<file path="src/rtl/alarm_trigger_pkg.sv">
// Shared types and constants for the alarm trigger block.
// State encodings are fixed so the snooze and non-snooze builds agree.
package alarm_trigger_pkg;

  localparam int         CNT_W    = 10;
  localparam logic [7:0] BCD_ZERO = 8'h00;

  typedef logic [CNT_W-1:0] cnt_t;

  typedef enum logic [1:0] {
    ST_IDLE   = 2'd0,
    ST_RING   = 2'd1,
    ST_SNOOZE = 2'd2
  } state_e;

endpackage

</file>
<file path="src/rtl/alarm_trigger_if.sv">
// Bundle of the clock-time, alarm-register, key and buzzer signals
// around alarm_trigger. master = surrounding clock top, slave = alarm_trigger.
interface alarm_trigger_if;

  logic       en;
  logic       sec_tick;
  logic [7:0] cur_hour;
  logic [7:0] cur_minute;
  logic [7:0] cur_second;
  logic [7:0] alarm_hour;
  logic [7:0] alarm_minute;
  logic       alarm_on;
  logic       stop;
  logic       snooze;
  logic       buzzer;
  logic       ringing;
  logic       snoozing;

  modport master (
    output en, sec_tick, cur_hour, cur_minute, cur_second,
           alarm_hour, alarm_minute, alarm_on, stop, snooze,
    input  buzzer, ringing, snoozing
  );

  modport slave (
    input  en, sec_tick, cur_hour, cur_minute, cur_second,
           alarm_hour, alarm_minute, alarm_on, stop, snooze,
    output buzzer, ringing, snoozing
  );

endinterface

</file>
<file path="src/rtl/alarm_trigger_match.sv">
// alarm_match: BCD compare of running time against the alarm registers.
// Produces a single-cycle fire on the rising edge of the match condition,
// so a time that sits on hh:mm:00 for many cycles fires only once.
module alarm_match
  import alarm_trigger_pkg::*;
(
  input  logic       clk,
  input  logic       cr,
  input  logic       i_alarm_on,
  input  logic [7:0] i_cur_hour,
  input  logic [7:0] i_cur_minute,
  input  logic [7:0] i_cur_second,
  input  logic [7:0] i_alarm_hour,
  input  logic [7:0] i_alarm_minute,
  output logic       o_fire
);

  logic w_match;
  logic r_match_q;

  assign w_match = i_alarm_on
                 && (i_cur_hour   == i_alarm_hour)
                 && (i_cur_minute == i_alarm_minute)
                 && (i_cur_second == BCD_ZERO);

  // Track previous match every cycle (independent of enable) to suppress late fires.
  always_ff @(posedge clk or negedge cr) begin
    if (!cr) r_match_q <= 1'b0;
    else     r_match_q <= w_match;
  end

  assign o_fire = w_match & ~r_match_q;

endmodule

</file>
<file path="src/rtl/alarm_trigger.sv">
// alarm_trigger: alarm FSM (IDLE/RING/SNOOZE), ring/wait/snooze counters
// and registered buzzer outputs.
// Optional snooze support is built only when ALARM_SNOOZE_EN is defined;
// otherwise the snooze key is ignored and snoozing is tied low.
module alarm_trigger
  import alarm_trigger_pkg::*;
#(
  parameter int RING_SECS   = 60,
  parameter int SNOOZE_SECS = 300,
  parameter int MAX_SNOOZE  = 3
) (
  input  logic            clk,
  input  logic            cr,
  alarm_trigger_if.slave  bus
);

  localparam cnt_t RING_LAST = cnt_t'(RING_SECS - 1);

  state_e r_state, w_state_nxt;
  cnt_t   r_ring_cnt, w_ring_cnt_nxt;
  logic   r_ringing, r_buzzer;
  logic   w_fire;

  alarm_match u_match (
    .clk            (clk),
    .cr             (cr),
    .i_alarm_on     (bus.alarm_on),
    .i_cur_hour     (bus.cur_hour),
    .i_cur_minute   (bus.cur_minute),
    .i_cur_second   (bus.cur_second),
    .i_alarm_hour   (bus.alarm_hour),
    .i_alarm_minute (bus.alarm_minute),
    .o_fire         (w_fire)
  );

`ifdef ALARM_SNOOZE_EN
  localparam cnt_t       SNOOZE_LAST = cnt_t'(SNOOZE_SECS - 1);
  localparam logic [1:0] MAX_SN      = 2'(MAX_SNOOZE);

  cnt_t       r_wait_cnt,   w_wait_cnt_nxt;
  logic [1:0] r_snooze_cnt, w_snooze_cnt_nxt;
  logic       r_snoozing;
`else
  // Snooze key and snooze parameters have no function in this build.
  logic w_unused_cfg;
  assign w_unused_cfg = ^{bus.snooze, cnt_t'(SNOOZE_SECS), 2'(MAX_SNOOZE)};
`endif

  // State and counter registers; en=0 freezes everything here.
  always_ff @(posedge clk or negedge cr) begin
    if (!cr) begin
      r_state      <= ST_IDLE;
      r_ring_cnt   <= '0;
`ifdef ALARM_SNOOZE_EN
      r_wait_cnt   <= '0;
      r_snooze_cnt <= '0;
`endif
    end else begin
      r_state      <= w_state_nxt;
      r_ring_cnt   <= w_ring_cnt_nxt;
`ifdef ALARM_SNOOZE_EN
      r_wait_cnt   <= w_wait_cnt_nxt;
      r_snooze_cnt <= w_snooze_cnt_nxt;
`endif
    end
  end

  // Next state: in RING, stop/disarm beats snooze, which beats timeout.
  always_comb begin
    w_state_nxt      = r_state;
    w_ring_cnt_nxt   = r_ring_cnt;
`ifdef ALARM_SNOOZE_EN
    w_wait_cnt_nxt   = r_wait_cnt;
    w_snooze_cnt_nxt = r_snooze_cnt;
`endif
    if (bus.en) begin
      case (r_state)
        ST_IDLE: begin
          if (w_fire) begin
            w_state_nxt      = ST_RING;
            w_ring_cnt_nxt   = '0;
`ifdef ALARM_SNOOZE_EN
            w_snooze_cnt_nxt = '0;
`endif
          end
        end
        ST_RING: begin
          if (bus.stop || !bus.alarm_on) begin
            w_state_nxt = ST_IDLE;
`ifdef ALARM_SNOOZE_EN
          end else if (bus.snooze && (r_snooze_cnt < MAX_SN)) begin
            w_state_nxt      = ST_SNOOZE;
            w_snooze_cnt_nxt = r_snooze_cnt + 2'd1;
            w_wait_cnt_nxt   = '0;
`endif
          end else if (bus.sec_tick) begin
            if (r_ring_cnt == RING_LAST) w_state_nxt = ST_IDLE;
            else                         w_ring_cnt_nxt = r_ring_cnt + 1'b1;
          end
        end
`ifdef ALARM_SNOOZE_EN
        ST_SNOOZE: begin
          if (bus.stop || !bus.alarm_on) begin
            w_state_nxt      = ST_IDLE;
            w_snooze_cnt_nxt = '0;
          end else if (bus.sec_tick) begin
            if (r_wait_cnt == SNOOZE_LAST) begin
              w_state_nxt    = ST_RING;
              w_ring_cnt_nxt = '0;
            end else begin
              w_wait_cnt_nxt = r_wait_cnt + 1'b1;
            end
          end
        end
`endif
        default: w_state_nxt = ST_IDLE;
      endcase
    end
  end

  // Outputs follow the state one cycle later; buzzer pulses 1 s on / 1 s off.
  always_ff @(posedge clk or negedge cr) begin
    if (!cr) begin
      r_ringing <= 1'b0;
      r_buzzer  <= 1'b0;
    end else begin
      r_ringing <= (r_state == ST_RING);
      r_buzzer  <= bus.en && (r_state == ST_RING) && !r_ring_cnt[0];
    end
  end

`ifdef ALARM_SNOOZE_EN
  // Snooze indicator register.
  always_ff @(posedge clk or negedge cr) begin
    if (!cr) r_snoozing <= 1'b0;
    else     r_snoozing <= (r_state == ST_SNOOZE);
  end
  assign bus.snoozing = r_snoozing;
`else
  assign bus.snoozing = 1'b0;
`endif

  assign bus.ringing = r_ringing;
  assign bus.buzzer  = r_buzzer;

endmodule

</file>
<file path="src/flat_wrapper.sv">
// flat-port wrapper written by rule: the top's interface ports become plain ports
module alarm_trigger_flat import alarm_trigger_pkg::*;
#(
  parameter int RING_SECS   = 60,
  parameter int SNOOZE_SECS = 300,
  parameter int MAX_SNOOZE  = 3
)
  (clk, cr, bus_en, bus_sec_tick, bus_cur_hour, bus_cur_minute, bus_cur_second, bus_alarm_hour, bus_alarm_minute, bus_alarm_on, bus_stop, bus_snooze, bus_buzzer, bus_ringing, bus_snoozing);
  alarm_trigger_if bus_i ();
  input  logic clk;
  input  logic cr;
  input wire logic [$bits(bus_i.en)-1:0] bus_en;
  input wire logic [$bits(bus_i.sec_tick)-1:0] bus_sec_tick;
  input wire logic [$bits(bus_i.cur_hour)-1:0] bus_cur_hour;
  input wire logic [$bits(bus_i.cur_minute)-1:0] bus_cur_minute;
  input wire logic [$bits(bus_i.cur_second)-1:0] bus_cur_second;
  input wire logic [$bits(bus_i.alarm_hour)-1:0] bus_alarm_hour;
  input wire logic [$bits(bus_i.alarm_minute)-1:0] bus_alarm_minute;
  input wire logic [$bits(bus_i.alarm_on)-1:0] bus_alarm_on;
  input wire logic [$bits(bus_i.stop)-1:0] bus_stop;
  input wire logic [$bits(bus_i.snooze)-1:0] bus_snooze;
  output wire logic [$bits(bus_i.buzzer)-1:0] bus_buzzer;
  output wire logic [$bits(bus_i.ringing)-1:0] bus_ringing;
  output wire logic [$bits(bus_i.snoozing)-1:0] bus_snoozing;
  assign bus_i.en = bus_en;
  assign bus_i.sec_tick = bus_sec_tick;
  assign bus_i.cur_hour = bus_cur_hour;
  assign bus_i.cur_minute = bus_cur_minute;
  assign bus_i.cur_second = bus_cur_second;
  assign bus_i.alarm_hour = bus_alarm_hour;
  assign bus_i.alarm_minute = bus_alarm_minute;
  assign bus_i.alarm_on = bus_alarm_on;
  assign bus_i.stop = bus_stop;
  assign bus_i.snooze = bus_snooze;
  assign bus_buzzer = bus_i.buzzer;
  assign bus_ringing = bus_i.ringing;
  assign bus_snoozing = bus_i.snoozing;
  alarm_trigger #(.RING_SECS(RING_SECS), .SNOOZE_SECS(SNOOZE_SECS), .MAX_SNOOZE(MAX_SNOOZE)) u_core (.clk(clk), .cr(cr), .bus(bus_i));
endmodule
</file>
<file path="config.mk">
export PLATFORM = sky130hd
export DESIGN_NAME = alarm_trigger_flat
export DESIGN_NICKNAME = d
export VERILOG_FILES = /design/src/rtl/alarm_trigger_pkg.sv /design/src/rtl/alarm_trigger_if.sv /design/src/rtl/alarm_trigger_match.sv /design/src/rtl/alarm_trigger.sv /design/src/flat_wrapper.sv
export SDC_FILE = /design/constraint.sdc
export NUM_CORES = 1
export LEC_CHECK = 0
export ABC_AREA = 1
export CORE_ASPECT_RATIO = 0.75
export CORE_UTILIZATION = 25
export DETAILED_ROUTE_END_ITERATION = 8
export PLACE_DENSITY = 0.63
export SYNTH_ARGS = -nofsm -noshare
export SYNTH_HDL_FRONTEND = slang
export SYNTH_SLANG_ARGS = --single-unit
</file>
<file path="constraint.sdc">
create_clock -name clk -period 1.6 [get_ports clk]
set_input_delay 0.32 -clock clk [delete_from_list [all_inputs] [get_ports clk]]
set_output_delay 0.32 -clock clk [all_outputs]
set_load 0.02 [all_outputs]
</file>
==> flow_results.org, run 1 <==
** Status
- Result of the run :: finished, final reports clean

** Global routing
- Global routing used 15.7% of the available tracks.
- Number of global-route vias before repair :: 1529
- Entering global routing, the biggest net connects 15 pins.
- GRT Residual Overflow :: 0
- The number of antenna violations at the first check in global routing was 0.
- The first global-routing pass estimated 6860 um of wire.

** Yosys
- Cell types occupying the most area after synthesis :: dfrtp_1 26%, nand2_1 22%, inv_1 11%, nor2_1 10%, nand4_1 7.5%
- Of all cell types, the one taking the most synthesized area is dfrtp_1.
- Yosys mapped a number of flops with a built-in enable equal to 0.
- Most frequent cell after synthesis :: nand2_1
- Synthesis produced a netlist whose cell count is 229.
- Yosys warning total :: 0
- The top cell type by area accounts for between 20% and 30% of the synthesized area.
- The most used flip-flop cell after synthesis is dfrtp_1.
- Sorting the synthesized cells by how often they occur yields 77 x nand2_1, 39 x inv_1, 36 x nor2_1.
- Area of the mapped netlist :: 1330 um2
- After synthesis, the netlist uses 27 different library cells.
- Sequential fraction of the synthesis area :: 26.4%
- Of all flip-flops after synthesis, the portion carrying an async set or reset was 100%.
- After synthesis, the mean cell area works out to just under 6 um2.
- Number of nets in the synthesized netlist :: 277
- Synthesis inferred 14 register bits.

** Clock tree
- Root Buffer :: clkbuf_8
- In this run, CTS created clock tree buffers numbering 3.
- TritonCTS built the clock tree.
- Clock transition time at the flip-flop clock pins of the worst setup and hold paths :: 0.06 ns
- Clk sink count :: 14
- In this run the number of H-tree levels came out at 1.
- Clock Path Buffers :: 2
- Clock latency on the worst-skew pair, taken at its later pin, is about 0.25 ns.

** Routing
- First-pass iteration count of the detailed router :: 4
- Mean number of vias per cell :: ~4.3
- Via count :: 1694
- DR iter-0 viols :: 101
- Once detail routing completed, the nets flagged for antenna violations numbered 0.
- After detailed routing, the average wire length per cell comes to 11.5 um.
- After detailed routing, the number of remaining DRC violations is 0.
- Sum of routed wire length over all layers :: ~4500 um

** Min path
- Min-Delay Path Class :: primary input to asynchronous set/reset pin

** Floorplan
- Row generation in the floorplan step produced 22 rows.
- DIE WIDTH :: between 80 and 90 um
- The floorplan step defined a die boundary enclosing about 5600 um2.
- Core Area :: 5010 um2
- From bottom edge to top edge, the die measures 65.1 um.
- Number of top-level design ports :: 50
- Starting utilization of the core area :: 26.5%

** Critical path
- Startpoint of the most critical register-to-register path :: u_core.r_ring_cnt[0]
- The worst setup path is of the flop to flop kind.
- Arrival time of the worst setup path :: approximately 1.7 ns
- STA classifies the critical path endpoint as a flop.
- The worst setup path is launched from a flop.
- In this run the worst setup path begins at u_core.r_ring_cnt[0].
- STA puts the critical path data required time at 1.74 ns.
- Of all nets on the critical path, the largest fanout is 6.

** STA
- The number of hold violations in the final report came to 0.
- Share of the clock period used by the worst path :: 99.2%
- Final Critical Period :: 1.59 ns
- The number of max-slew violations in the final report is 0.
- Setup repair after global routing could not meet its margin everywhere.
- Min setup slack post-route :: 0.0127 ns
- Post-Route Skew :: 0.00334 ns
- Setup violations remaining at the end of the flow were counted as 0.
- After routing, the total negative slack on setup checks comes to 0 ns.
- Post-Route Hold Slack :: 0.384 ns
- Timing would allow up to 630 MHz.

** Finish
- The net count of the finished layout is 368.
- The layout has ~530 filler cells.
- Compared with the post-synthesis result, the final layout area differs by 83.4%.
- Cells fill 48.7% of the core in the end.
- The repair_antennas step left the layout with diodes totalling 0.
- In the final layout, the share of cells above drive strength 1 is 29.8%.

** Power
- IR analysis of the VDD net gives a maximum drop of around 300 uV.
- Leakage power total :: approximately 1.5 nW
- Power density over the cells :: 523 nW/um2
- Summing internal, switching and leakage power gives 1.28 mW.

** Run
- Across the run, the number of max-cap violations was 0.

** Place
- In this run the tool buffered the top-level ports with 47 buffer cells.
- Minimum setup slack after placement :: -0.298 ns
- Last weighted congestion value of the routability-driven placer :: 0.837
- HPWL reported at the end of detailed placement :: 3170 um
-- power breakdown --
part | switching, mW | internal [mW] | leakage, nW | total, mW
combinational | 0.266 | 0.270 | 1.25 | 0.537
clock | 0.130 | 0.218 | 0.0288 | 0.348
sequential | 0.0157 | 0.376 | 0.194 | 0.391
-- path summary, 6_finish.rpt --
kind / end / slack [ns] / depth (start not counted)
worst min register to register: u_core.bus.ringing / 0.48 / 0
max in group asynchronous: u_core.bus.ringing / 1.04 / 2
worst max-delay path: u_core.r_ring_cnt[6] / 0.01 / 9
worst min-delay path: u_core.r_ring_cnt[6] / 0.38 / 2
min in group clk: u_core.bus.ringing / 0.48 / 0
worst max register to register: u_core.r_ring_cnt[6] / 0.01 / 9
-- critical path, stage by stage (launching register included) --
cell	delay, ns
dfrtp_1	0.36
ha_2	0.20
nand2_2	0.06
nor3_2	0.11
nand3_1	0.14
a21oi_2	0.23
nor2_4	0.09
buf_6	0.15
nand4_1	0.08
nand2_1	0.06
-- cells in the final DEF (no fill, tap or decap), types with 2 or more instances in the layout --
master / instances
nand2_1: 58
buf_4: 40
inv_1: 34
dlymetal6s2s_1: 33
nor2_1: 30
nand2_2: 20
nand4_1: 16
dfrtp_1: 14
nor2_2: 9
nand3_1: 9
dlygate4sd2_1: 7
clkdlybuf4s50_1: 7
inv_2: 6
nor3_1: 4
clkbuf_8: 4
buf_6: 4
nand3_2: 3
nor4_1: 2
xor2_1: 2
nand3_4: 2
nor3b_1: 2
-- stage by stage --
stage / instance area (um2) / cells
global route: 2440 / 391
global placement: 2100 / 375
CTS: 2230 / 387
finish: 2440 / 391
detailed placement: 2100 / 375
floorplan: 1330 / 229
-- layer usage --
metal | up-vias | wire [um] | track usage (%)
li1 | 888 | - | -
met1 | 750 | 2210 | 23.1
met2 | 54 | 1990 | 24.7
met3 | 2 | 285 | 3.02
met4 | 0 | 10 | 1.25
met5 | - | 0 | 0
-- area by class of cell --
type                       instances  area, um2  area share [%]
timing repair buffer              91        890            36.5
inverter                          40        150            6.16
tap                               72       90.1            3.70
sequential                        14        350            14.4
multi-input combinational        170        902            37.0
clock buffer                       4       55.1            2.26
-- registers in the layout (all words and copies together), names as in the netlist --
register / flops
u_core.r_ring_cnt: 10
u_core.bus.buzzer: 1
u_core.bus.ringing: 1
u_core.r_state: 1
u_core.u_match.r_match_q: 1
-- logic make-up after synthesis --
kind of cell | count (synthesis) | synth area share [%]
buffers and inverters | 46 | 14.4
other | 1 | 0.282
adder cells (fa/ha/maj) | 1 | 0.941
flip-flops | 14 | 26.4
XOR/XNOR | 4 | 2.64
AO/OA/AOI/OAI | 5 | 2.45
AND/OR/NAND/NOR | 158 | 52.9
-- what timing repair did --
| item | in CTS | in global routing |
|---|---|---|
| hold buffers | 0 | 0 |
| cloned | 1 | 0 |
| gates resized for setup | 13 | 71 |
| pin swaps | 2 | 44 |
| buffers inserted | 7 | 4 |
| setup endpoints to repair | 11 | 12 |
(Power assumes the default switching activity.)
==> run 2: changes to the inputs <==
- CAP_MARGIN: unset -> 20
- SLEW_MARGIN: unset -> 10
==> results of run 2 <==
Same layout as run 1: the final DEF is identical, and so are final timing and power.
